File: src/rtl/mult_factor_pkg.sv
// -----------------------------------------------------------------------------
// mult_factor_pkg
// Shared types and helpers for the multiplier-factorisation engine:
//   - state_e              : engine FSM states
//   - calc_p_w()           : product width for given factor widths
//   - factor_is_nontrivial : true when a factor is >= 2
// -----------------------------------------------------------------------------
package mult_factor_pkg;

  typedef enum logic [2:0] {
    ST_IDLE = 3'd0,
    ST_LOAD = 3'd1,
    ST_MUL  = 3'd2,
    ST_CMP  = 3'd3,
    ST_NEXT = 3'd4,
    ST_DONE = 3'd5
  } state_e;

  // Smallest factor that counts as nontrivial; also the enumeration start.
  localparam int unsigned MIN_FACTOR = 2;

  // An A_W x B_W product always fits in A_W + B_W bits.
  function automatic int unsigned calc_p_w(input int unsigned a_w,
                                           input int unsigned b_w);
    return a_w + b_w;
  endfunction

  // Operands are zero-extended to 64 bits by the caller, so any factor width
  // up to 64 is handled by one helper.
  function automatic logic factor_is_nontrivial(input logic [63:0] v);
    return v >= 64'(MIN_FACTOR);
  endfunction

endpackage

File: src/rtl/mult_shift_add.sv
// -----------------------------------------------------------------------------
// mult_shift_add
// Serial shift-add multiplier, one b bit per step, LSB first. A full product
// takes exactly B_W steps.
//   clk, rst_n : clock, asynchronous active-low reset
//   load_i     : capture a_i/b_i, clear accumulator and step counter
//   step_i     : perform one shift-add step (ignored while load_i is high)
//   a_i, b_i   : operands
//   acc_o      : running product (final after the B_W-th step)
//   last_o     : high while the current step is the last one of the product
// -----------------------------------------------------------------------------
module mult_shift_add
  import mult_factor_pkg::*;
#(
  parameter  int unsigned A_W = 8,
  parameter  int unsigned B_W = 5,
  localparam int unsigned P_W = calc_p_w(A_W, B_W)
) (
  input  logic           clk,
  input  logic           rst_n,
  input  logic           load_i,
  input  logic           step_i,
  input  logic [A_W-1:0] a_i,
  input  logic [B_W-1:0] b_i,
  output logic [P_W-1:0] acc_o,
  output logic           last_o
);

  localparam int unsigned STEP_W = $clog2(B_W + 1);

  logic [P_W-1:0]    a_sh_q, a_sh_d;  // a << i for the current step i
  logic [B_W-1:0]    b_sh_q, b_sh_d;  // remaining b bits, current one at [0]
  logic [P_W-1:0]    acc_q,  acc_d;
  logic [STEP_W-1:0] step_q, step_d;

  always_comb begin
    // NOTE: every signal gets a default before the branches, so no path can
    // leave one unassigned and infer a latch.
    a_sh_d = a_sh_q;
    b_sh_d = b_sh_q;
    acc_d  = acc_q;
    step_d = step_q;
    if (load_i) begin
      a_sh_d = P_W'(a_i);
      b_sh_d = b_i;
      acc_d  = '0;
      step_d = '0;
    end else if (step_i) begin
      if (b_sh_q[0]) begin
        acc_d = acc_q + a_sh_q;
      end
      a_sh_d = a_sh_q << 1;
      b_sh_d = b_sh_q >> 1;
      step_d = step_q + STEP_W'(1);
    end
  end

  // NOTE: the datapath registers are reset as well, so nothing derived from
  // them carries stale data out of reset.
  always_ff @(posedge clk or negedge rst_n) begin
    if (!rst_n) begin
      a_sh_q <= '0;
      b_sh_q <= '0;
      acc_q  <= '0;
      step_q <= '0;
    end else begin
      // NOTE: non-blocking assignments, so every register samples the
      // pre-edge values regardless of statement order.
      a_sh_q <= a_sh_d;
      b_sh_q <= b_sh_d;
      acc_q  <= acc_d;
      step_q <= step_d;
    end
  end

  assign acc_o  = acc_q;
  assign last_o = (step_q == STEP_W'(B_W - 1));

endmodule

File: src/rtl/mult_factor_engine.sv
// -----------------------------------------------------------------------------
// mult_factor_engine
// Decides whether a (A_W bits) * b (B_W bits) == TARGET with both factors >= 2.
// Check mode : one candidate per valid/ready handshake.
// Search mode: after a start pulse, enumerates b = 2.. outer, a = 2.. inner and
//              reports the first satisfying pair or exhaustion.
// Ports:
//   clk, rst_n           : clock, asynchronous active-low reset
//   start                : pulse, begins a search (sampled in IDLE only)
//   abort                : return to IDLE next cycle, no result
//   cand_valid/cand_ready, cand_a, cand_b : check-mode candidate handshake
//   res_valid/res_ready  : result handshake, held until accepted
//   res_sat, res_a, res_b, res_search : result payload
//   busy                 : engine not idle
//   cand_count           : candidates evaluated by the current/last search
// -----------------------------------------------------------------------------
module mult_factor_engine
  import mult_factor_pkg::*;
#(
  parameter  int unsigned A_W    = 8,
  parameter  int unsigned B_W    = 5,
  parameter  int unsigned TARGET = 307,
  localparam int unsigned P_W    = calc_p_w(A_W, B_W)
) (
  input  logic           clk,
  input  logic           rst_n,
  input  logic           start,
  input  logic           abort,
  input  logic           cand_valid,
  output logic           cand_ready,
  input  logic [A_W-1:0] cand_a,
  input  logic [B_W-1:0] cand_b,
  output logic           res_valid,
  input  logic           res_ready,
  output logic           res_sat,
  output logic [A_W-1:0] res_a,
  output logic [B_W-1:0] res_b,
  output logic           res_search,
  output logic           busy,
  output logic [P_W-1:0] cand_count
);

  localparam logic [P_W-1:0] TARGET_P = P_W'(TARGET);
  localparam logic [A_W-1:0] A_FIRST  = A_W'(MIN_FACTOR);
  localparam logic [B_W-1:0] B_FIRST  = B_W'(MIN_FACTOR);
  localparam logic [A_W-1:0] A_MAX    = '1;
  localparam logic [B_W-1:0] B_MAX    = '1;

  state_e         state_q, state_d;
  logic [A_W-1:0] a_q, a_d;
  logic [B_W-1:0] b_q, b_d;
  logic           search_q, search_d;
  logic           sat_q, sat_d;
  logic [P_W-1:0] cnt_q, cnt_d;

  logic [P_W-1:0] acc;
  logic           mul_last;
  logic           mul_load;
  logic           mul_step;
  logic           cand_fire;
  logic           sat_now;
  logic           last_cand;

  assign cand_fire = cand_valid & cand_ready;
  assign sat_now   = (acc == TARGET_P)
                   & factor_is_nontrivial(64'(a_q))
                   & factor_is_nontrivial(64'(b_q));
  assign last_cand = (a_q == A_MAX) & (b_q == B_MAX);

  // ---------------------------------------------------------------------------
  // FSM: state register
  // ---------------------------------------------------------------------------
  always_ff @(posedge clk or negedge rst_n) begin
    if (!rst_n) begin
      state_q <= ST_IDLE;
    end else begin
      state_q <= state_d;
    end
  end

  // ---------------------------------------------------------------------------
  // FSM: next state. abort overrides everything, including res_ready.
  // ---------------------------------------------------------------------------
  always_comb begin
    state_d = state_q;
    if (abort) begin
      state_d = ST_IDLE;
    end else begin
      unique case (state_q)
        ST_IDLE: begin
          if (start) begin
            state_d = ST_LOAD;
          end else if (cand_fire) begin
            state_d = ST_MUL;
          end
        end
        ST_LOAD: state_d = ST_MUL;
        ST_MUL:  if (mul_last) state_d = ST_CMP;
        ST_CMP: begin
          if (!search_q || sat_now || last_cand) begin
            state_d = ST_DONE;
          end else begin
            state_d = ST_NEXT;
          end
        end
        ST_NEXT: state_d = ST_MUL;
        ST_DONE: if (res_ready) state_d = ST_IDLE;
        default: state_d = ST_IDLE;
      endcase
    end
  end

  // ---------------------------------------------------------------------------
  // FSM: outputs and multiplier control
  // ---------------------------------------------------------------------------
  always_comb begin
    // rst_n gates cand_ready so every output reads 0 while reset is held.
    cand_ready = rst_n & (state_q == ST_IDLE) & ~start & ~abort;
    res_valid  = (state_q == ST_DONE);
    busy       = (state_q != ST_IDLE);
    mul_step   = (state_q == ST_MUL);
    // Every entry into MUL (from IDLE, LOAD or NEXT) restarts the multiplier
    // with the operands being registered on that same edge.
    mul_load   = (state_d == ST_MUL) & (state_q != ST_MUL);
  end

  // ---------------------------------------------------------------------------
  // Candidate registers, enumerator and search statistics
  // ---------------------------------------------------------------------------
  always_comb begin
    a_d      = a_q;
    b_d      = b_q;
    search_d = search_q;
    sat_d    = sat_q;
    cnt_d    = cnt_q;
    if (!abort) begin
      unique case (state_q)
        ST_IDLE: begin
          if (start) begin
            a_d      = A_FIRST;
            b_d      = B_FIRST;
            search_d = 1'b1;
            cnt_d    = '0;
          end else if (cand_fire) begin
            a_d      = cand_a;
            b_d      = cand_b;
            search_d = 1'b0;
          end
        end
        ST_CMP: begin
          sat_d = sat_now;
          if (search_q && (cnt_q != '1)) begin
            cnt_d = cnt_q + P_W'(1);
          end
        end
        ST_NEXT: begin
          // b outer, a inner; a restarts at the first nontrivial value.
          if (a_q == A_MAX) begin
            a_d = A_FIRST;
            b_d = b_q + B_W'(1);
          end else begin
            a_d = a_q + A_W'(1);
          end
        end
        default: ;
      endcase
    end
  end

  always_ff @(posedge clk or negedge rst_n) begin
    if (!rst_n) begin
      a_q      <= '0;
      b_q      <= '0;
      search_q <= 1'b0;
      sat_q    <= 1'b0;
      cnt_q    <= '0;
    end else begin
      a_q      <= a_d;
      b_q      <= b_d;
      search_q <= search_d;
      sat_q    <= sat_d;
      cnt_q    <= cnt_d;
    end
  end

  mult_shift_add #(
    .A_W (A_W),
    .B_W (B_W)
  ) u_mul (
    .clk    (clk),
    .rst_n  (rst_n),
    .load_i (mul_load),
    .step_i (mul_step),
    .a_i    (a_d),
    .b_i    (b_d),
    .acc_o  (acc),
    .last_o (mul_last)
  );

  assign res_sat    = sat_q;
  assign res_a      = a_q;
  assign res_b      = b_q;
  assign res_search = search_q;
  assign cand_count = cnt_q;

endmodule

File: config.mk
export PLATFORM = sky130hd
export DESIGN_NAME = mult_factor_engine
export DESIGN_NICKNAME = d
export VERILOG_FILES = /design/src/rtl/mult_factor_pkg.sv /design/src/rtl/mult_shift_add.sv /design/src/rtl/mult_factor_engine.sv
export SDC_FILE = /design/constraint.sdc
export NUM_CORES = 1
export LEC_CHECK = 0
export ABC_AREA = 1
export BUFFER_PORTS_ARGS = -buffer_cell sky130_fd_sc_hd__buf_4
export CAP_MARGIN = 0
export CORE_AREA = 2 2 108 110
export DETAILED_ROUTE_END_ITERATION = 6
export DIE_AREA = 0 0 110 112
export PLACE_DENSITY = 0.58
export SLEW_MARGIN = 20
export SYNTH_ARGS = -nofsm -noshare
export SYNTH_HDL_FRONTEND = slang
export SYNTH_SLANG_ARGS = --single-unit
File: constraint.sdc
create_clock -name clk -period 4.53 [get_ports clk]
set_clock_uncertainty 0.2 [all_clocks]
set_input_delay 0.906 -clock clk [delete_from_list [all_inputs] [get_ports clk]]
set_output_delay 0.906 -clock clk [all_outputs]
set_load 0.02 [all_outputs]
==> impl_summary.log <==
[metrics] via count of the first global-routing pass: 3807
[metrics] clock root buffer master: clkbuf_16
[metrics] number of non-filler instances in the completed layout: 807
[metrics] first-pass GRT wire length: 19100 microns
[metrics] number of gates given a new drive strength after cts: 0
[metrics] required time of the worst setup path: 4.55 ns
[metrics] number of routed nets with antenna violations: 0
[metrics] worst hold path depth: 2
[metrics] layout-stage area growth over the synthesis result: 17.5%
[metrics] Placed Instances: 791
[metrics] final-layout fill cell count: 1127
[metrics] top cells by area in the synthesized netlist: dfrtp_1 (37%), nand2_1 (17%), inv_1 (6.6%), ha_1 (5.7%), nand3_1 (5.6%)
[metrics] startpoint types: primary input
[metrics] achievable frequency: 355 MHz
[metrics] capture instance of the worst register-to-register path: u_mul.a_sh_q[4]$_DFFE_PN0P_
[metrics] max-capacitance violation count: 0
[metrics] top flip-flop cell by instance count after synthesis: dfrtp_1
[metrics] clock tree from TritonCTS: yes
[metrics] worst reg-to-reg setup slack: 1.80 ns
[metrics] number of pins with negative max-slew slack in the final report: 0
[metrics] post-detailed-route wirelength per cell: 14.1 microns
[metrics] die boundary height: 112 microns
[metrics] worst ir drop on vdd: 215 uV
[metrics] leading post-synthesis cells by instance count: nand2_1 (202), inv_1 (77), dfrtp_1 (65)
[metrics] worst hold start: u_mul.b_sh_q[4]$_DFFE_PN0P_
[metrics] number of buffers added by the clock tree synthesis step: 9
[metrics] DR vias/cell: 4.88
[metrics] power density over cell area: 490 mW/mm^2
[metrics] Total Routing Usage GR: 0.199
[metrics] area of the mapped netlist: 0.00435 sq mm
[metrics] Post-synth ARST share: 1.00
[metrics] half-perimeter wire length after placement: 8540 microns
[metrics] number of hold violations in the final report: 0
[metrics] cell with the biggest individual delay on the critical path: nor2_1
[metrics] RSZ-0062 raised after global routing: false
[metrics] Setup Buffers After CTS: 0
[metrics] maximum number of pins on one net before global-route repair: 66
[metrics] critical path data arrival time: 2.83 ns
[metrics] Clock transition at path regs: 0.05 ns
[metrics] share of layout cells above drive strength 1: 0.145
[metrics] Initial DRT Pass Iterations: 4
[metrics] number of DRC violations after detailed-routing iteration 0: 307
[metrics] library cell with the largest summed area after synthesis: dfrtp_1
[metrics] hold-fix buffers at CTS: 0
[metrics] worst path buffer plus inverter count: 2
[metrics] instance count on the critical path: 7
[metrics] endpoint of the worst hold path: u_mul.b_sh_q[4]$_DFFE_PN0P_
[metrics] cells along the critical path: buf_4 -> nor2_1 -> clkinv_1 -> a21oi_1 -> o221ai_1 -> nand3_1 -> nand2_1
[metrics] vias after detailed routing: 3940
[metrics] overflow left after global routing: 0
[metrics] post-synthesis cell count: 609
[metrics] clock tree sinks: 65
[metrics] syn avg cell area: 7.15 sq um
[metrics] routability congestion estimate: 0.911
[metrics] sort of element at the end of the critical path: register
[metrics] number of placement rows: 39
[metrics] CTS H-tree lvls: 3
[metrics] Min-Delay Path Class: register to register
[metrics] net count after synthesis: 649
[metrics] clk_lat worst skew: 0.33 ns
[metrics] flip-flop and latch count after synthesis: 65
[metrics] status: finished clean
[metrics] Max stage delay on crit path: 0.63 ns
[metrics] effective utilization at floorplan: 0.390
[metrics] worst r2r path cells: 8
[metrics] Antenna Cells: 0
[metrics] # setup viols final: 0
[metrics] Setup TNS: 0 ns
[metrics] number of ports placed on the die boundary: 50
[metrics] cell leakage power: 2.60 nW
[metrics] category of the critical setup timing path: primary input to register
[metrics] number of unique standard cell types used by synthesis: 38
[metrics] critical path peak fanout: 11
[metrics] area share of the leading cell type in the synthesized netlist: 0.374
[metrics] shortest period the worst path allows: 2.81 ns
[metrics] Syn. warnings: 0
[metrics] cell family with the largest share of critical-path delay: simple AND/OR/NAND/NOR gates
[metrics] number of design rule violations left after detail routing: 0
[metrics] initial antenna violation count: 0
[metrics] share of synthesized area occupied by flip-flops and latches: 0.374
[metrics] number of buffers added on ports: 49
[metrics] die span in x: 110 microns
[metrics] most frequent cell after synthesis: nand2_1
[metrics] Post-synth EDFFs: 0
[metrics] number of nets in the layout: 699
[metrics] actual slew at the worst max-slew pin: 0.831 ns
[metrics] maximum number of buffers from clock root to sink: 2
[metrics] ratio of final minimum period to clock period: 0.621
[metrics] Die Outline Area: 0.0123 sq mm
[metrics] drt total wl: 11400 microns
[metrics] worst rel slew slack: 0.446
[metrics] launch point of the worst reg-to-reg path: state_q[1]$_DFF_PN0_
[metrics] core area: 0.0112 sq mm
-- per-layer routing --
metal / GRT usage / wire [microns] / up-vias
li1: - / - / 2048
met1: 0.307 / 5860 / 1791
met3: 0.0375 / 470 / 16
met5: 0 / 0 / -
met2: 0.283 / 4880 / 85
met4: 0.0557 / 182 / 0
-- metrics by stage --
stage | utilization | area (sq um) | hold WS (ns) | total power, mW | worst slack [ns]
final | 0.458 | 5120 | 0.281 | 2.51 | 1.72
after global routing | 0.458 | 5120 | 0.330 | 2.72 | 1.50
after CTS | 0.458 | 5120 | 0.284 | 2.53 | 1.73
after detailed placement | 0.433 | 4840 | 0.270 | 1.87 | 1.38
after global placement | 0.433 | 4840 | 0.271 | 1.86 | 1.34
after floorplan | - | 4350 | 0.249 | 1.58 | 2.13
-- placed cells by master (no fill, tap or decap), types with 2 or more instances in the layout --
cell type    n
a21oi_1     16
buf_4       50
clkbuf_1     2
clkbuf_16    9
clkbuf_8     2
clkinv_2     3
dfrtp_1     65
ha_1        20
inv_1       77
inv_2        4
nand2_1    202
nand2_2      5
nand3_1     49
nand3_2      3
nand3_4      2
nand3b_1     6
nand4_1      9
nor2_1      51
nor2_2       3
nor2_4       3
nor3_1       5
nor3_2       3
o211ai_1     2
o21ai_0     25
o21ai_1      6
o21ai_2      4
o22ai_1      5
or2_2        4
xnor2_1      6
xor2_1      14
-- worst reg2reg max path: cells and delay by family (launching register included) --
family / cells / cell delay (ns)
buffers and inverters: 2 / 0.66
AOI/OAI and AO/OA: 2 / 0.39
DFF: 1 / 0.42
and+or+nand+nor: 4 / 0.93
-- sequential cells by signal (all words and copies together) (netlist names) --
signal	count
res_a	8
state_q	3
res_sat	1
u_mul.acc_o	13
cand_count	13
u_mul.step_q	3
res_search	1
u_mul.b_sh_q	5
u_mul.a_sh_q	13
res_b	5
-- worst max-delay path by stage --
stage                                              to  start
final                     u_mul.a_sh_q[4]$_DFFE_PN0P_  abort
after global routing      u_mul.a_sh_q[4]$_DFFE_PN0P_  abort
after CTS                 u_mul.a_sh_q[4]$_DFFE_PN0P_  abort
after detailed placement  u_mul.a_sh_q[4]$_DFFE_PN0P_  abort
after global placement    u_mul.a_sh_q[4]$_DFFE_PN0P_  abort
after floorplan                            cand_ready  start
-- layout make-up --
class / instances / area, sq um / share of cell area
Clock buffer: 13 / 260 / 0.0509
Clock inverter: 3 / 15.0 / 0.00293
Inverter: 82 / 308 / 0.0602
Multi-Input combinational cell: 451 / 2350 / 0.460
Sequential cell: 65 / 1630 / 0.318
Tap cell: 143 / 179 / 0.0350
Timing Repair Buffer: 50 / 375 / 0.0734
-- power breakdown --
| group | leakage [nW] | internal (mW) | switching, mW |
|---|---|---|---|
| clock network | 0.139 | 0.397 | 0.242 |
| registers | 0.865 | 0.745 | 0.174 |
| logic | 1.60 | 0.361 | 0.587 |
| total | 2.60 | 1.50 | 1.00 |
-- cell families (layout without fill, tap and decap cells) --
| logic type | Yosys count | in the layout | synth area share |
|---|---|---|---|
| xor gates and xnor gates | 20 | 20 | 0.0402 |
| and+or+nand+nor | 348 | 348 | 0.357 |
| AOI/OAI and AO/OA | 62 | 62 | 0.0796 |
| buffers and inverters | 93 | 148 | 0.0871 |
| DFF | 65 | 65 | 0.374 |
| adders and majority gates | 21 | 21 | 0.0621 |
Power figures use the tool's default switching activity.
